--- src/rtl/azadi_spi_pkg.sv ---
// Shared types and constants for the azadi SPI responder.
package azadi_spi_pkg;

   // {CPOL, CPHA}
   typedef logic [1:0] spi_mode_t;

   typedef enum logic {
      IDLE   = 1'b0,
      ACTIVE = 1'b1
   } spi_state_e;

   // Synchroniser reset values: deselected bus, MOSI low.
   localparam logic SS_SYNC_RST   = 1'b1;
   localparam logic MOSI_SYNC_RST = 1'b0;

   // SCLK rests at its idle level, which is CPOL.
   function automatic logic sclk_sync_rst(spi_mode_t mode);
      return mode[1];
   endfunction

   // Modes 0 and 3 sample on the rising edge, modes 1 and 2 on the falling edge.
   function automatic logic sample_on_rise(spi_mode_t mode);
      return mode[1] == mode[0];
   endfunction

endpackage

--- src/rtl/azadi_sync_2ff.sv ---
// Two-flop synchroniser for a single asynchronous pin.
module azadi_sync_2ff #(
   parameter logic RST_VAL = 1'b0
) (
   input  logic clk_i,
   input  logic rst_i,
   input  logic d_i,
   output logic q_o
);

   logic sync_p0;

   // First flop may go metastable; second flop gives it a cycle to settle.
   always_ff @(posedge clk_i or posedge rst_i) begin
      if (rst_i) begin
         sync_p0 <= RST_VAL;
         q_o     <= RST_VAL;
      end else begin
         sync_p0 <= d_i;
         q_o     <= sync_p0;
      end
   end

endmodule

--- src/rtl/azadi_spi_responder.sv ---
// SPI responder: oversampled pins, full-duplex DATA_W-bit words, one-entry TX holding register.
module azadi_spi_responder
   import azadi_spi_pkg::*;
#(
   parameter int                DATA_W     = 8,
   parameter logic              CPOL       = 1'b0,
   parameter logic              CPHA       = 1'b0,
   parameter logic [DATA_W-1:0] DEFAULT_TX = '0
) (
   input  logic              clk_i,
   input  logic              rst_i,
   input  logic              sclk_i,
   input  logic              ss_ni,
   input  logic              mosi_i,
   output logic              miso_o,
   output logic              miso_oe_o,
   input  logic [DATA_W-1:0] tx_data_i,
   input  logic              tx_valid_i,
   output logic              tx_ready_o,
   output logic [DATA_W-1:0] rx_data_o,
   output logic              rx_valid_o,
   output logic              tx_underrun_o,
   output logic              abort_o
);

   localparam spi_mode_t       MODE     = {CPOL, CPHA};
   localparam int              CNT_W    = $clog2(DATA_W);
   localparam logic [CNT_W-1:0] LAST_BIT = CNT_W'(DATA_W - 1);

   logic sclk_p1, ss_p1, mosi_p1;
   logic sclk_p2, ss_p2;

   spi_state_e state, state_n;
   logic [CNT_W-1:0]  bit_cnt;
   logic [DATA_W-1:0] tx_shift;
   logic [DATA_W-1:0] hold_data;
   logic              hold_full;
   logic [DATA_W-2:0] rx_shift;
   logic [DATA_W-1:0] rx_word;

   logic sclk_rise, sclk_fall, sample_edge, shift_edge, ss_fall, ss_rise;
   logic load, shift, sample, word_end, abort_n, wr;

   azadi_sync_2ff #(.RST_VAL(sclk_sync_rst(MODE))) u_sync_sclk (
      .clk_i (clk_i), .rst_i (rst_i), .d_i (sclk_i), .q_o (sclk_p1));
   azadi_sync_2ff #(.RST_VAL(SS_SYNC_RST)) u_sync_ss (
      .clk_i (clk_i), .rst_i (rst_i), .d_i (ss_ni), .q_o (ss_p1));
   azadi_sync_2ff #(.RST_VAL(MOSI_SYNC_RST)) u_sync_mosi (
      .clk_i (clk_i), .rst_i (rst_i), .d_i (mosi_i), .q_o (mosi_p1));

   // Delayed copies of synced SCLK and SS_N for edge detection.
   always_ff @(posedge clk_i or posedge rst_i) begin
      if (rst_i) begin
         sclk_p2 <= sclk_sync_rst(MODE);
         ss_p2   <= SS_SYNC_RST;
      end else begin
         sclk_p2 <= sclk_p1;
         ss_p2   <= ss_p1;
      end
   end

   assign sclk_rise   = sclk_p1 & ~sclk_p2;
   assign sclk_fall   = ~sclk_p1 & sclk_p2;
   assign sample_edge = sample_on_rise(MODE) ? sclk_rise : sclk_fall;
   assign shift_edge  = sample_on_rise(MODE) ? sclk_fall : sclk_rise;
   assign ss_fall     = ss_p2 & ~ss_p1;
   assign ss_rise     = ~ss_p2 & ss_p1;
   assign rx_word     = {rx_shift, mosi_p1};
   assign wr          = tx_valid_i & ~hold_full;

   // FSM state register.
   always_ff @(posedge clk_i or posedge rst_i) begin
      if (rst_i) state <= IDLE;
      else       state <= state_n;
   end

   // Next state and per-cycle actions; a sample is still taken on the cycle SS_N rises.
   always_comb begin
      state_n  = state;
      load     = 1'b0;
      shift    = 1'b0;
      sample   = 1'b0;
      word_end = 1'b0;
      abort_n  = 1'b0;
      case (state)
         IDLE: begin
            if (ss_fall) begin
               state_n = ACTIVE;
               load    = ~CPHA;
            end
         end
         ACTIVE: begin
            sample   = sample_edge;
            word_end = sample_edge && (bit_cnt == LAST_BIT);
            if (ss_rise) begin
               state_n = IDLE;
               abort_n = ~word_end && ((bit_cnt != '0) || sample_edge);
            end else if (shift_edge) begin
               // A shift edge at bit 0 starts a new word instead of shifting.
               if (bit_cnt == '0) load  = 1'b1;
               else               shift = 1'b1;
            end
         end
         default: state_n = IDLE;
      endcase
   end

   // Bit counter, holding-register flag, RX word and status pulses.
   always_ff @(posedge clk_i or posedge rst_i) begin
      if (rst_i) begin
         bit_cnt       <= '0;
         hold_full     <= 1'b0;
         rx_data_o     <= '0;
         rx_valid_o    <= 1'b0;
         tx_underrun_o <= 1'b0;
         abort_o       <= 1'b0;
      end else begin
         if (state_n == IDLE) bit_cnt <= '0;
         else if (sample)     bit_cnt <= word_end ? '0 : bit_cnt + 1'b1;
         if (load) hold_full <= 1'b0;
         if (wr)   hold_full <= 1'b1;
         if (word_end) rx_data_o <= rx_word;
         rx_valid_o    <= word_end;
         tx_underrun_o <= load & ~hold_full;
         abort_o       <= abort_n;
      end
   end

   // Datapath shifters and holding register; validity is tracked by the control flags.
   always_ff @(posedge clk_i) begin
      if (wr) hold_data <= tx_data_i;
      if (load)       tx_shift <= hold_full ? hold_data : DEFAULT_TX;
      else if (shift) tx_shift <= {tx_shift[DATA_W-2:0], 1'b0};
      if (sample) rx_shift <= rx_word[DATA_W-2:0];
   end

   assign tx_ready_o = ~hold_full;
   assign miso_oe_o  = (state == ACTIVE);
   assign miso_o     = (state == ACTIVE) & tx_shift[DATA_W-1];

endmodule

--- config.mk ---
export PLATFORM = sky130hd
export DESIGN_NAME = azadi_spi_responder
export DESIGN_NICKNAME = d
export VERILOG_FILES = /design/src/rtl/azadi_spi_pkg.sv /design/src/rtl/azadi_sync_2ff.sv /design/src/rtl/azadi_spi_responder.sv
export SDC_FILE = /design/constraint.sdc
export NUM_CORES = 1
export LEC_CHECK = 0
export CAP_MARGIN = 25
export CORE_ASPECT_RATIO = 0.9
export CORE_MARGIN = 2
export CORE_UTILIZATION = 29
export DETAILED_ROUTE_END_ITERATION = 12
export DONT_BUFFER_PORTS = 1
export MAX_ROUTING_LAYER = met4
export SLEW_MARGIN = 20
export SYNTH_ARGS = -nofsm -noshare
export SYNTH_HDL_FRONTEND = slang
export SYNTH_SLANG_ARGS = --single-unit
--- constraint.sdc ---
create_clock -name clk_i -period 1.56 [get_ports clk_i]
set_input_delay 0.156 -clock clk_i [delete_from_list [all_inputs] [get_ports clk_i]]
set_output_delay 0.156 -clock clk_i [all_outputs]
set_load 0.05 [all_outputs]
==> results.sh, run 1 <==
export IMPL_clock_sinks=47
export IMPL_path_max_fanout=10
export IMPL_yosysTopAreaCell="edfxtp_1"
export IMPL_via_count=942
export IMPL_end_kind="register"
export IMPL_crit_slowest_cell="dfrtp_1"
export IMPL_slew_headroom=0.664
export IMPL_whs_path_depth=3
export IMPL_critPathLaunchType="register"
export IMPL_ctsHtreeMaxLevel=2
export IMPL_synthTopCellsByArea="edfxtp_1 (38%), dfrtp_1 (29%), mux2_4 (6.7%), dfstp_2 (4.4%), mux2i_1 (3.9%)"
export IMPL_io_pins=28
export IMPL_area_delta_synth_final_pct=23.2
export IMPL_grt_use_total=0.0925
export IMPL_numCtsBuffers=5
export IMPL_drive_gt1_frac=0.283
export IMPL_synth_edff_count=23
export IMPL_fp_row_count=27
export IMPL_path_class="register to register"
export IMPL_clkSlewWorstSetupHoldPaths_ns=0.09
export IMPL_hpwl_um=1950
export IMPL_crit_arrival_ns=1.55
export IMPL_syn_area_per_cell_um2=15.4
export IMPL_skew_ns=0.00996
export IMPL_r2r_end="tx_shift[5]"
export IMPL_synth_cell_type_count=27
export IMPL_hold_end="hold_full"
export IMPL_worst_hold_path_type="input pin to register"
export IMPL_synth_common_cells="edfxtp_1 (23), dfrtp_1 (21), inv_1 (13), nand2_1 (12), mux2_4 (8)"
export IMPL_mappedNetlistNets=134
export IMPL_path_buf_inv=2
export IMPL_wl_per_cell_um=13.0
export IMPL_worstReg2RegStart="bit_cnt[0]"
export IMPL_total_leakage_power_uw=0.00101
export IMPL_hold_viol=0
export IMPL_peakVddDrop_mv=0.757
export IMPL_place_congestion=0.683
export IMPL_power_density_nw_per_um2=1220
export IMPL_rsz0062_at_grt="yes"
export IMPL_synthFlopType="edfxtp_1"
export IMPL_hold_start="tx_valid_i"
export IMPL_ant_nets=0
export IMPL_async_flop_share=0.511
export IMPL_min_period_ns=1.50
export IMPL_critPathMaxStageDelay_ns=0.43
export IMPL_crit_family="flip-flops"
export IMPL_clock_latency_ns=0.30
export IMPL_syn_inst=117
export IMPL_final_util=0.366
export IMPL_synth_area_um2=1800
export IMPL_initial_core_util=0.297
export IMPL_dr_first_iter_drc_count=41
export IMPL_ys_seq_elements=47
export IMPL_whs_ns=0.278
export IMPL_clock_path_buffers=2
export IMPL_fin_crit_sh=0.962
export IMPL_n_antenna_cell=0
export IMPL_r2r_cells=7
export IMPL_viasPerCell=4.34
export IMPL_drc_errors=0
export IMPL_finalWirelength_um=2820
export IMPL_ff2ff_setup_slack_ns=0.06
export IMPL_setup_slack_ns=0.0588
export IMPL_antenna_found_initial=0
export IMPL_yosysTopAreaCellShare=0.384
export IMPL_fp_dieArea_um2=6850
export IMPL_cp_required_ns=1.61
export IMPL_yosysMostFrequentCell="edfxtp_1"
export IMPL_max_freq_ghz=0.666
export IMPL_ys_seq_area_frac=0.720
export IMPL_dp_slack_ns=-0.00845
export IMPL_cp_cell_sequence="inv_2 -> ha_4 -> nor2b_4 -> nand2_1 -> a21o_1 -> buf_12 -> mux2i_1"
export IMPL_worstMarginPinSlew_ns=0.504
export IMPL_grt_max_degree=16
export IMPL_numPortBuffers=0
export IMPL_setup_viol=0
export IMPL_core_area_um2=6050
export IMPL_drt_pass1_iter_count=4
export IMPL_cts_root_buf="clkbuf_8"
export IMPL_die_w_um=87
export IMPL_die_h_um=78.7
export IMPL_grt_pass1_wl_um=4740
export IMPL_status="finished clean"
export IMPL_final_net_count=161
export IMPL_grt_pass1_vias=1026
export IMPL_final_max_slew_viol_count=0
export IMPL_maxCapViolations=0
export IMPL_postCtsSetupRepairBufs=0
export IMPL_overflow=0
export IMPL_cts_tree="built"
export IMPL_yosysWarnings=0
[kinds of logic after synthesis]
family,after synthesis,synth area share
fa+ha+maj,3,0.0209
mux,16,0.112
buf+inv,16,0.0376
simple gates,28,0.0835
compound gates,7,0.0257
flops,47,0.720
[where the power goes]
part | switching (uW) | total, uW | internal [uW]
logic | 193 | 328 | 135
registers | 89.3 | 1510 | 1420
clock network | 397 | 874 | 477
[worst min-delay path: stages]
cell	delay, ns
nor2b_1	0.11
buf_4	0.18
a21o_1	0.09
[final cells by class]
class | count | area [um2]
repair buffers | 21 | 200
inverters | 14 | 52.6
clock inverters | 3 | 43.8
fillers | 565 | 3830
clock buffers | 5 | 68.8
flip-flops and latches | 47 | 1300
well taps | 72 | 90.1
multi-input cells | 55 | 464
[stage by stage]
| stage | setup TNS, ns | area [um2] | total power (uW) | std cells |
|---|---|---|---|---|
| 3_3_place_gp | 0 | 1950 | 1820 | 196 |
| 3_5_place_dp | -0.0253 | 1950 | 1840 | 196 |
| 5_1_grt | -0.130 | 2220 | 2840 | 217 |
| 6_report | 0 | 2220 | 2710 | 217 |
| 4_1_cts | 0 | 2190 | 2730 | 216 |
| 2_1_floorplan | 0 | 1800 | 1740 | 117 |
[how the worst max path moves through the flow]
stage | start | to | slack, ns | cells past startpoint
global placement | bit_cnt[0] | tx_shift[6] | 0.05 | 7
floorplan | bit_cnt[0] | tx_shift[1] | 0.14 | 7
CTS | bit_cnt[0] | tx_shift[4] | 0.001 | 7
detailed placement | bit_cnt[0] | tx_shift[4] | -0.008 | 7
global route | bit_cnt[0] | tx_shift[1] | -0.03 | 7
finish | bit_cnt[0] | tx_shift[5] | 0.06 | 7
[timing repair]
action | 4_1_cts | 5_1_grt
pin swaps | 0 | 2
gates cloned | 0 | 1
endpoints found under the hold margin | 20 | 0
resized for setup | 1 | 6
hold buffers | 12 | 0
endpoints found under the setup margin | 7 | 9
[routing by layer]
layer	routed length, um	global-route usage	vias up
met5	0	-	-
li1	-	-	450
met2	1280	0.135	21
met4	77	0.0484	0
met1	1360	0.115	463
met3	102	0.0291	8
[placed cells by master, fill, tap and decap left out, types with 2 or more instances in the layout]
cell type / n
inv_2: 3
mux2_4: 8
nand3b_1: 2
buf_4: 8
clkbuf_8: 5
a21oi_1: 3
dfrtp_1: 20
mux2i_1: 7
nand2b_1: 2
dlygate4sd3_1: 12
a21o_1: 2
edfxtp_1: 23
inv_1: 11
nand2_1: 12
nor2b_1: 2
nand2_2: 2
nor2_1: 2
dfstp_2: 3
[registers in the layout, indices dropped and copies added, names as in the netlist]
| register | count |
|---|---|
| hold_data | 8 |
| abort_o | 1 |
| sclk_p2 | 1 |
| rx_valid_o | 1 |
| u_sync_mosi.q_o | 1 |
| u_sync_sclk.q_o | 1 |
| u_sync_ss.q_o | 1 |
| rx_data_o | 8 |
| miso_oe_o | 1 |
| hold_full | 1 |
| u_sync_ss.sync_p0 | 1 |
| ss_p2 | 1 |
| rx_shift | 7 |
| bit_cnt | 3 |
| tx_shift | 8 |
| u_sync_sclk.sync_p0 | 1 |
| u_sync_mosi.sync_p0 | 1 |
| tx_underrun_o | 1 |
Power figures use the tool's default switching activity.
==> inputs of run 2 (changes only) <==
--- a/config.mk
+++ b/config.mk
@@ -9,9 +9,11 @@
 export CORE_ASPECT_RATIO = 0.9
 export CORE_MARGIN = 2
 export CORE_UTILIZATION = 29
+export CTS_BUF_LIST = sky130_fd_sc_hd__clkbuf_4
 export DETAILED_ROUTE_END_ITERATION = 12
 export DONT_BUFFER_PORTS = 1
 export MAX_ROUTING_LAYER = met4
+export PLACE_DENSITY = 0.43
 export SLEW_MARGIN = 20
 export SYNTH_ARGS = -nofsm -noshare
 export SYNTH_HDL_FRONTEND = slang
==> run 2 against run 1 <==
Net effect: sequential power about the same; core utilization increased by 0.10 points; register-to-register slack about the same; die area unchanged; via count increased by 2.5%; routed wire length increased by 4.0%; total power decreased by 4.4%; global-route usage increased by 0.45 points; highest routed layer unchanged.
==> results.sh, run 2 (synthesized netlist as in run 1, its figures left out) <==
export IMPL_hold_start="tx_valid_i"
export IMPL_fp_row_count=27
export IMPL_io_pins=28
export IMPL_combPwrFrac=0.140
export IMPL_power_density_nw_per_um2=1170
export IMPL_grt_pass1_wl_um=4840
export IMPL_drive_gt1_frac=0.325
export IMPL_setup_viol=0
export IMPL_worst_hold_path_type="input pin to register"
export IMPL_post_place_cells=202
export IMPL_reg_largest_list="hold_data x8, rx_data_o x8, tx_shift x8"
export IMPL_multi_input_comb_area_um2=469
export IMPL_overflow=0
export IMPL_p_int_uw=1900
export IMPL_critPathLaunchType="register"
export IMPL_finalPower_uw=2590
export IMPL_whs_path_depth=3
export IMPL_min_period_ns=1.49
export IMPL_path_max_fanout=9
export IMPL_via_count=966
export IMPL_grt_use_total=0.0971
export IMPL_total_leakage_power_uw=0.00103
export IMPL_cts_root_buf="clkbuf_4"
export IMPL_crit_arrival_ns=1.76
export IMPL_final_common_cell="edfxtp_1"
export IMPL_path_class="register to register"
export IMPL_worstReg2RegStart="bit_cnt[0]"
export IMPL_end_kind="register"
export IMPL_ant_nets=0
export IMPL_fin_crit_sh=0.958
export IMPL_final_max_slew_viol_count=0
export IMPL_grt_pass1_vias=1012
export IMPL_n_antenna_cell=0
export IMPL_die_h_um=78.7
export IMPL_clock_sinks=47
export IMPL_startpoint="bit_cnt[0]"
export IMPL_antenna_found_initial=0
export IMPL_drt_pass1_iter_count=4
export IMPL_dr_first_iter_drc_count=26
export IMPL_clock_path_buffers=2
export IMPL_die_w_um=87
export IMPL_max_freq_ghz=0.669
export IMPL_rsz0062_at_grt="yes"
export IMPL_area_delta_synth_final_pct=23.6
export IMPL_p_switching_uw=690
export IMPL_power_frac_clock=0.283
export IMPL_critPathMostFrequentCell="ha_1"
export IMPL_core_area_um2=6050
export IMPL_initial_core_util=0.297
export IMPL_peakVddDrop_mv=0.572
export IMPL_ctsHtreeMaxLevel=2
export IMPL_hold_viol=0
export IMPL_crit_slowest_cell="dfrtp_1"
export IMPL_slew_headroom=0.629
export IMPL_clkSlewWorstSetupHoldPaths_ns=0.13
export IMPL_worstMarginPinSlew_ns=0.556
export IMPL_final_cell_mix="edfxtp_1 (23), dfrtp_1 (20), buf_4 (15)"
export IMPL_cts_tree="built"
export IMPL_fp_dieArea_um2=6850
export IMPL_register_area_um2=1300
export IMPL_skew_ns=0.0141
export IMPL_wl_per_cell_um=13.1
export IMPL_clock_latency_ns=0.37
export IMPL_finalWirelength_um=2930
export IMPL_cp_required_ns=1.82
export IMPL_status="finished clean"
export IMPL_fillers=574
export IMPL_r2r_cells=4
export IMPL_cp_cell_sequence="ha_1 -> ha_1 -> nand2_4 -> mux2_4"
export IMPL_numCtsBuffers=5
export IMPL_pwr_share_seq=0.576
export IMPL_critPathMaxStageDelay_ns=0.44
export IMPL_numPortBuffers=0
export IMPL_instances_no_fill=223
export IMPL_viasPerCell=4.33
export IMPL_maxCapViolations=0
export IMPL_final_net_count=167
export IMPL_final_util=0.367
export IMPL_hpwl_um=2010
export IMPL_place_congestion=0.750
export IMPL_grt_max_degree=16
export IMPL_drc_errors=0
export IMPL_swShare=0.267
==> run 2: cell count changes in the layout (fill, tap and decap cells not counted) <==
cell	previous run	this run
a21o_1	2	1
a21o_2	0	1
a21o_4	0	1
buf_12	1	0
buf_4	8	15
clkbuf_4	0	5
clkbuf_8	5	0
ha_1	1	2
ha_4	1	0
nand2_1	12	11
nor3b_1	1	0
nor3b_2	0	1
==> run 2: path summary, 6_finish.rpt <==
kind	endpoint	slack, ns
worst min-delay path	hold_full	0.20
worst max register to register	rx_data_o[6]	0.07
worst max-delay path	rx_data_o[6]	0.07
max in group asynchronous	rx_data_o[7]	0.73
worst min register to register	u_sync_sclk.q_o	0.37
min in group asynchronous	bit_cnt[1]	0.26
==> run 2: area by class of cell <==
cell class / instances / area share
Clock buffer: 5 / 0.0169
Clock inverter: 3 / 0.0197
Inverter: 14 / 0.0236
Multi-Input combinational cell: 55 / 0.211
Sequential cell: 47 / 0.583
Tap cell: 72 / 0.0405
Timing Repair Buffer: 27 / 0.105
==> run 2: layer usage <==
metal,up-vias,global-route usage,share of wire
met5,-,-,0
met4,0,0.0469,0.022
met3,8,0.0364,0.059
met2,26,0.138,0.45
met1,466,0.122,0.47
li1,466,-,-
==> run 2: power groups by stage <==
stage / sequential (uW) / clock (uW) / combinational, uW
2_1_floorplan: 1510 / 0 / 235
3_3_place_gp: 1520 / 0 / 321
3_5_place_dp: 1520 / 0 / 326
4_1_cts: 1490 / 767 / 354
5_1_grt: 1510 / 828 / 406
6_report: 1490 / 734 / 363
==> run 2: repair_timing <==
item                                    CTS  global route
endpoints found under the hold margin    21             0
setup buffers                             0             0
gates resized for setup                   2             7
pin swaps                                 0             1
hold buffers                             12             0
cloned                                    0             1
endpoints found under the setup margin    8             9
==> run 2: worst max-delay path: cells and delay by family (launching register included) <==
family,cells,cell delay (ns)
DFF,1,0.44
muxes,1,0.31
and+or+nand+nor,1,0.19
adders and majority gates,2,0.46
==> run 2: stage by stage <==
stage	hold slack, ns	setup TNS (ns)	instance area (um2)	worst slack [ns]
after floorplan	0.160	0	1800	0.135
after global placement	0.121	-0.130	1990	-0.0238
after detailed placement	0.126	-0.538	1990	-0.0813
after CTS	0.188	0	2200	0.0132
after global routing	0.227	-0.0285	2220	-0.0125
final	0.200	0	2220	0.0662
